**src/rtl/ai_core_collect_rank.sv**
```systemverilog
// Round-robin collector for N core distance FIFOs: ranks best/second-best class by
// minimum distance, applies threshold + margin rejection and raises a sticky done IRQ.
module ai_core_collect_rank #(
    parameter int unsigned N_CORES = 4,
    parameter int unsigned SUM_W   = 32,
    parameter int unsigned CLASS_W = 4,
    parameter int unsigned SCORE_W = 24
) (
    input  logic                       csi_clk,
    input  logic                       rsi_reset_n,
    input  logic                       init,
    input  logic [15:0]                cfg_count,
    input  logic [SCORE_W-1:0]         cfg_threshold,
    input  logic [SCORE_W-1:0]         cfg_margin,
    input  logic [N_CORES*SUM_W-1:0]   fsum_out,
    input  logic [N_CORES-1:0]         fsum_empty,
    output logic [N_CORES-1:0]         fsum_read,
    output logic [SCORE_W-1:0]         best_score,
    output logic [CLASS_W-1:0]         best_class,
    output logic [SCORE_W-1:0]         second_score,
    output logic [CLASS_W-1:0]         second_class,
    output logic [CLASS_W-1:0]         decision,
    output logic                       decision_valid,
    output logic                       busy,
    output logic                       done_irq,
    input  logic                       irq_ack
);

    localparam int unsigned PTR_W = (N_CORES > 1) ? $clog2(N_CORES) : 1;
    localparam int unsigned CNT_W = 16;

    typedef enum logic [1:0] {
        S_IDLE,
        S_COLLECT,
        S_DECIDE,
        S_DONE
    } state_t;

    state_t               state;
    state_t               state_next;
    logic [CNT_W-1:0]     cnt;
    logic [PTR_W-1:0]     rr_ptr;
    logic [PTR_W-1:0]     rr_next;
    logic [CNT_W-1:0]     cfg_count_q;
    logic [SCORE_W-1:0]   thr_q;
    logic [SCORE_W-1:0]   margin_q;
    logic                 grant_valid;
    logic [PTR_W-1:0]     grant_idx;
    logic                 pop;
    logic [SUM_W-1:0]     pop_word;
    logic [SCORE_W-1:0]   pop_dist;
    logic [CLASS_W-1:0]   pop_class;
    logic [SCORE_W-1:0]   diff;
    logic                 accept_c;

    // First non-empty core at or after ptr, wrapping; returns {valid, index}.
    function automatic logic [PTR_W:0] rr_pick(input logic [N_CORES-1:0] empty,
                                               input logic [PTR_W-1:0]   ptr);
        logic [PTR_W:0]     res;
        logic [N_CORES-1:0] shifted;
        int unsigned        idx;
        res = '0;
        for (int unsigned k = N_CORES; k > 0; k--) begin
            idx = 32'(ptr) + k - 32'd1;
            if (idx >= N_CORES) begin
                idx = idx - N_CORES;
            end
            shifted = empty >> idx;
            if (!shifted[0]) begin
                res = {1'b1, PTR_W'(idx)};
            end
        end
        return res;
    endfunction

    always_comb begin
        {grant_valid, grant_idx} = rr_pick(fsum_empty, rr_ptr);
        pop_word  = SUM_W'(fsum_out >> (32'(grant_idx) * SUM_W));
        pop_dist  = pop_word[SCORE_W-1:0];
        pop_class = pop_word[SUM_W-1 -: CLASS_W];
        rr_next   = (grant_idx == PTR_W'(N_CORES - 1)) ? '0 : grant_idx + PTR_W'(1);
    end

    generate
        if (SUM_W > SCORE_W + CLASS_W) begin : g_gap
            logic unused_gap;
            assign unused_gap = ^pop_word[SUM_W-CLASS_W-1:SCORE_W];
        end
    endgenerate

    // An empty run (count 0) is always rejected, whatever the thresholds.
    always_comb begin
        diff     = second_score - best_score;
        accept_c = (cnt != '0) && (best_score <= thr_q) && (diff >= margin_q);
    end

    // Next-state and pop strobe; no pop in the init cycle so a restart loses no data.
    always_comb begin
        state_next = state;
        pop        = 1'b0;
        fsum_read  = '0;
        case (state)
            S_IDLE: begin
                if (init) state_next = S_COLLECT;
            end
            S_COLLECT: begin
                if (init) begin
                    state_next = S_COLLECT;
                end else if (cnt == cfg_count_q) begin
                    state_next = S_DECIDE;
                end else begin
                    pop = grant_valid;
                end
            end
            S_DECIDE: begin
                state_next = init ? S_COLLECT : S_DONE;
            end
            S_DONE: begin
                if (init) state_next = S_COLLECT;
            end
            default: state_next = S_IDLE;
        endcase
        if (!rsi_reset_n) begin
            pop = 1'b0;
        end
        if (pop) begin
            fsum_read = N_CORES'(1) << grant_idx;
        end
    end

    always_ff @(posedge csi_clk) begin
        if (!rsi_reset_n) begin
            state          <= S_IDLE;
            cnt            <= '0;
            rr_ptr         <= '0;
            cfg_count_q    <= '0;
            thr_q          <= '0;
            margin_q       <= '0;
            best_score     <= '1;
            best_class     <= '0;
            second_score   <= '1;
            second_class   <= '0;
            decision       <= '1;
            decision_valid <= 1'b0;
            busy           <= 1'b0;
            done_irq       <= 1'b0;
        end else begin
            state          <= state_next;
            decision_valid <= (state_next == S_DONE);
            busy           <= (state_next == S_COLLECT) || (state_next == S_DECIDE);
            if (init) begin
                cfg_count_q  <= cfg_count;
                thr_q        <= cfg_threshold;
                margin_q     <= cfg_margin;
                cnt          <= '0;
                best_score   <= '1;
                best_class   <= '0;
                second_score <= '1;
                second_class <= '0;
                decision     <= '1;
                done_irq     <= 1'b0;
            end else begin
                // Strict less-than keeps the earlier entry on ties.
                if (pop) begin
                    cnt    <= cnt + CNT_W'(1);
                    rr_ptr <= rr_next;
                    if (pop_dist < best_score) begin
                        second_score <= best_score;
                        second_class <= best_class;
                        best_score   <= pop_dist;
                        best_class   <= pop_class;
                    end else if (pop_dist < second_score) begin
                        second_score <= pop_dist;
                        second_class <= pop_class;
                    end
                end
                if (state == S_DECIDE) begin
                    decision <= accept_c ? best_class : '1;
                end
                // Set on DONE entry wins over a coincident acknowledge.
                if (state == S_DECIDE) begin
                    done_irq <= 1'b1;
                end else if (irq_ack) begin
                    done_irq <= 1'b0;
                end
            end
        end
    end

endmodule

```
**config.mk**
```make
export PLATFORM = sky130hd
export DESIGN_NAME = ai_core_collect_rank
export DESIGN_NICKNAME = d
export VERILOG_FILES = /design/src/rtl/ai_core_collect_rank.sv
export SDC_FILE = /design/constraint.sdc
export NUM_CORES = 1
export LEC_CHECK = 0
export BUFFER_PORTS_ARGS = -buffer_cell sky130_fd_sc_hd__buf_2
export CAP_MARGIN = 25
export CORE_ASPECT_RATIO = 0.9
export CORE_MARGIN = 8
export CORE_UTILIZATION = 35
export DETAILED_ROUTE_END_ITERATION = 8
export SLEW_MARGIN = 25
export SYNTH_ARGS = -nofsm -noshare
export SYNTH_HDL_FRONTEND = slang
export SYNTH_SLANG_ARGS = --single-unit
```
**constraint.sdc**
```tcl
create_clock -name csi_clk -period 4.95 [get_ports csi_clk]
set_input_delay 0.495 -clock csi_clk [delete_from_list [all_inputs] [get_ports csi_clk]]
set_output_delay 0.495 -clock csi_clk [all_outputs]
set_load 0.01 [all_outputs]
```
==> run metrics <==
DR vias/cell=5.026; largest net degree at the start of global routing=71; die width=202.1 um; max-cap viol count=0; initial drt markers=506; nets=1894; layout cells sized above 1=33.67%; ANT cells=0; crit path kind=reg2reg; syn avg cell area=8.845 sq um; CTS Buf Count=17; max-slew violations=0; Post-Synthesis Net Count=1567; Die ar.=37100 sq um; Yosys cell types=73; sequential fraction of the synthesis area=26.96%; unrepaired setup endpoints after global routing=true; skew final=0.01293 ns; via count=9966; Routed Antenna Nets=0; status=complete, no violations; crit path max fanout=7; Reg clk slew, reported paths=0.07 ns; core area=30830 sq um; # DRC=0; Register Area=2952 sq um; routed len/inst=18.05 um; post-layout minimum cycle time=4.928 ns; first-pass GRT wire length=53.14 mm; crit path capture type=flip-flop; Num Clock Sinks=147; Worst Path Arrival=5.23 ns; FFs w/ async S/R, synth=0%; initial antenna violation count=2; Min Hold Slack=0.3211 ns; Post-CTS Hold Fix Bufs=0; VDD IR max=0.2570 mV; number of synthesized flops with an enable pin=0; Final Hold Vio Count=0; Slew HR=40.40%; Multi-input gate area=7615 sq um; setup violators final=0; filler instances=2997; hpwl dp=26.73 mm; vias in the first global route=9846; Initial Util=35.40%; CTS tree=built; Startpoint Class=flip-flop; port buffer count=250; Max clock buf depth=2; Gate Count Post-Synth=1234; PD cells=278.8 nW/um^2; CP required=5.25 ns; period utilisation layout=99.56%; GRT Util Overall=17.88%; Core Util, Final=47.13%; Worst Tran Pin Value=0.8940 ns; clk root buf=clkbuf_16; Synth Register Bits=147; Primary FF master, synth=dfxtp_1; P&R area growth vs syn=33.15%; IO Pins=267; Post-DP Area=13080 sq um; DIE HEIGHT=183.5 um; GRT Residual Overflow=0; Placer Congestion=0.8686; H-tree levels=4; hold crit path type=in2reg; Cell Rows=61; FMAX=202.9 MHz; Synth Warn #=0; P_leak=6.776 nW; post-synthesis cell area=10910 sq um; final wirelength=35.80 mm; Detailed Routing Iterations Pass 1=5; Clk Latency, worst-skew pair=0.44 ns; cell area after layout=14530 sq um
-- synthesized netlist by cell type (10+ instances only) --
cell type	n	area (sq um)
nor4_1	10	62.56
o21ai_0	33	165.2
dfxtp_1	147	2943
mux2i_1	117	1171
nand4_1	21	131.4
mux2_2	54	608.1
xnor2_1	20	175.2
a21o_1	26	195.2
clkbuf_1	31	116.4
nor2b_1	77	481.7
o211ai_1	30	225.2
xor2_1	27	236.5
a21oi_1	69	345.3
nor3_1	11	55.05
nor2_1	71	266.5
nand2b_1	13	81.33
nand2_1	81	304.0
ha_1	132	1652
inv_1	118	442.9
o21a_1	14	105.1
-- sequential cells by signal, summed over array words and instances, names as in the netlist, 2 cells and up --
name and flops:
best_class 4, second_score 24, rr_ptr 2, margin_q 24, cfg_count_q 16, best_score 24, state 2, second_class 4
cnt 16, thr_q 24, decision 4
-- timing repair --
item                       4_1_cts  5_1_grt
hold endpoints to repair         0        0
setup buffers                    7       25
cloned                           1        6
pin swaps                        6       36
gates resized for setup         21       86
setup endpoints to repair       59       60
-- final timing paths --
| check | startpoint | to | slack, ns | depth (start not counted) |
|---|---|---|---|---|
| worst max-delay path | rr_ptr[1]$_SDFFE_PN0P_ | second_score[13]$_SDFFE_PP1P_ | 0.02 | 25 |
| worst min-delay path | cfg_threshold[17] | thr_q[17]$_SDFFE_PN0P_ | 0.32 | 3 |
| worst max register to register | rr_ptr[1]$_SDFFE_PN0P_ | second_score[13]$_SDFFE_PP1P_ | 0.02 | 25 |
| worst min register to register | done_irq$_SDFFE_PP0P_ | done_irq$_SDFFE_PP0P_ | 0.47 | 2 |
-- per-stage QoR --
stage                     setup slack, ns   TNS [ns]  instances  power (mW)
final                             0.02175          0       1983       4.052
after global routing              -0.1392     -3.282       1983       4.276
after CTS                       -0.002556  -0.004099       1952       3.914
after detailed placement          -0.1540     -6.451       1912       2.429
after global placement            -0.1505     -3.494       1912       2.400
after floorplan                   0.02969          0       1234       2.021
-- logic make-up (layout without fill, tap and decap cells) --
group,Yosys count,after routing,synth area share [%]
buf+inv,171,510,6.557
flops,147,147,26.96
fa+ha+maj,133,133,15.32
simple gates,328,328,15.42
compound gates,227,228,14.40
mux,181,181,17.57
xor+xnor,47,47,3.772
-- power breakdown --
| part | switching (mW) | internal (mW) |
|---|---|---|
| registers | 0.0316 | 1.23 |
| clock network | 0.548 | 0.886 |
| logic | 0.684 | 0.676 |
| total | 1.26 | 2.79 |
-- cell usage in the layout (no fill, tap or decap), types with 27 or more instances in the layout --
cell type	n
mux2_2	49
a21oi_1	49
nor2b_1	76
o211ai_1	30
nand2_1	77
dfxtp_1	144
buf_4	80
nor2_1	60
ha_1	130
mux2i_1	113
buf_2	249
inv_1	116
xor2_1	27
-- worst max-delay path: stages (launching register included) --
cell       delay (ns)
dfxtp_4          0.38
inv_4            0.04
ha_4             0.26
nand3b_4         0.20
a2111oi_4        0.45
nor3_4           0.08
buf_6            0.13
buf_12           0.14
mux2_4           0.31
nor2_4           0.08
a21oi_2          0.05
ha_1             0.31
a21o_1           0.16
a21o_1           0.18
a21oi_2          0.14
o21ai_2          0.08
a221o_1          0.41
a31oi_2          0.19
buf_4            0.16
a21oi_4          0.04
buf_12           0.16
o22ai_4          0.20
buf_6            0.16
buf_12           0.14
mux2i_1          0.23
nand2_1          0.08
-- metal layers --
| layer | part of all wire (%) | track usage, % | vias up |
|---|---|---|---|
| met5 | 0.075 | 0 | - |
| met2 | 48 | 30.51 | 228 |
| met1 | 45 | 22.61 | 4665 |
| li1 | - | - | 5022 |
| met4 | 2.4 | 4.580 | 4 |
| met3 | 4.9 | 3.946 | 47 |
-- layout make-up --
| class | instances | share of cell area (%) |
|---|---|---|
| Timing Repair Buffer | 359 | 16.25 |
| Multi-Input combinational cell | 917 | 52.40 |
| Clock buffer | 20 | 3.211 |
| Sequential cell | 147 | 20.31 |
| Tap cell | 409 | 3.521 |
| Inverter | 119 | 3.091 |
| Clock inverter | 12 | 1.223 |
(Power assumes the default switching activity.)
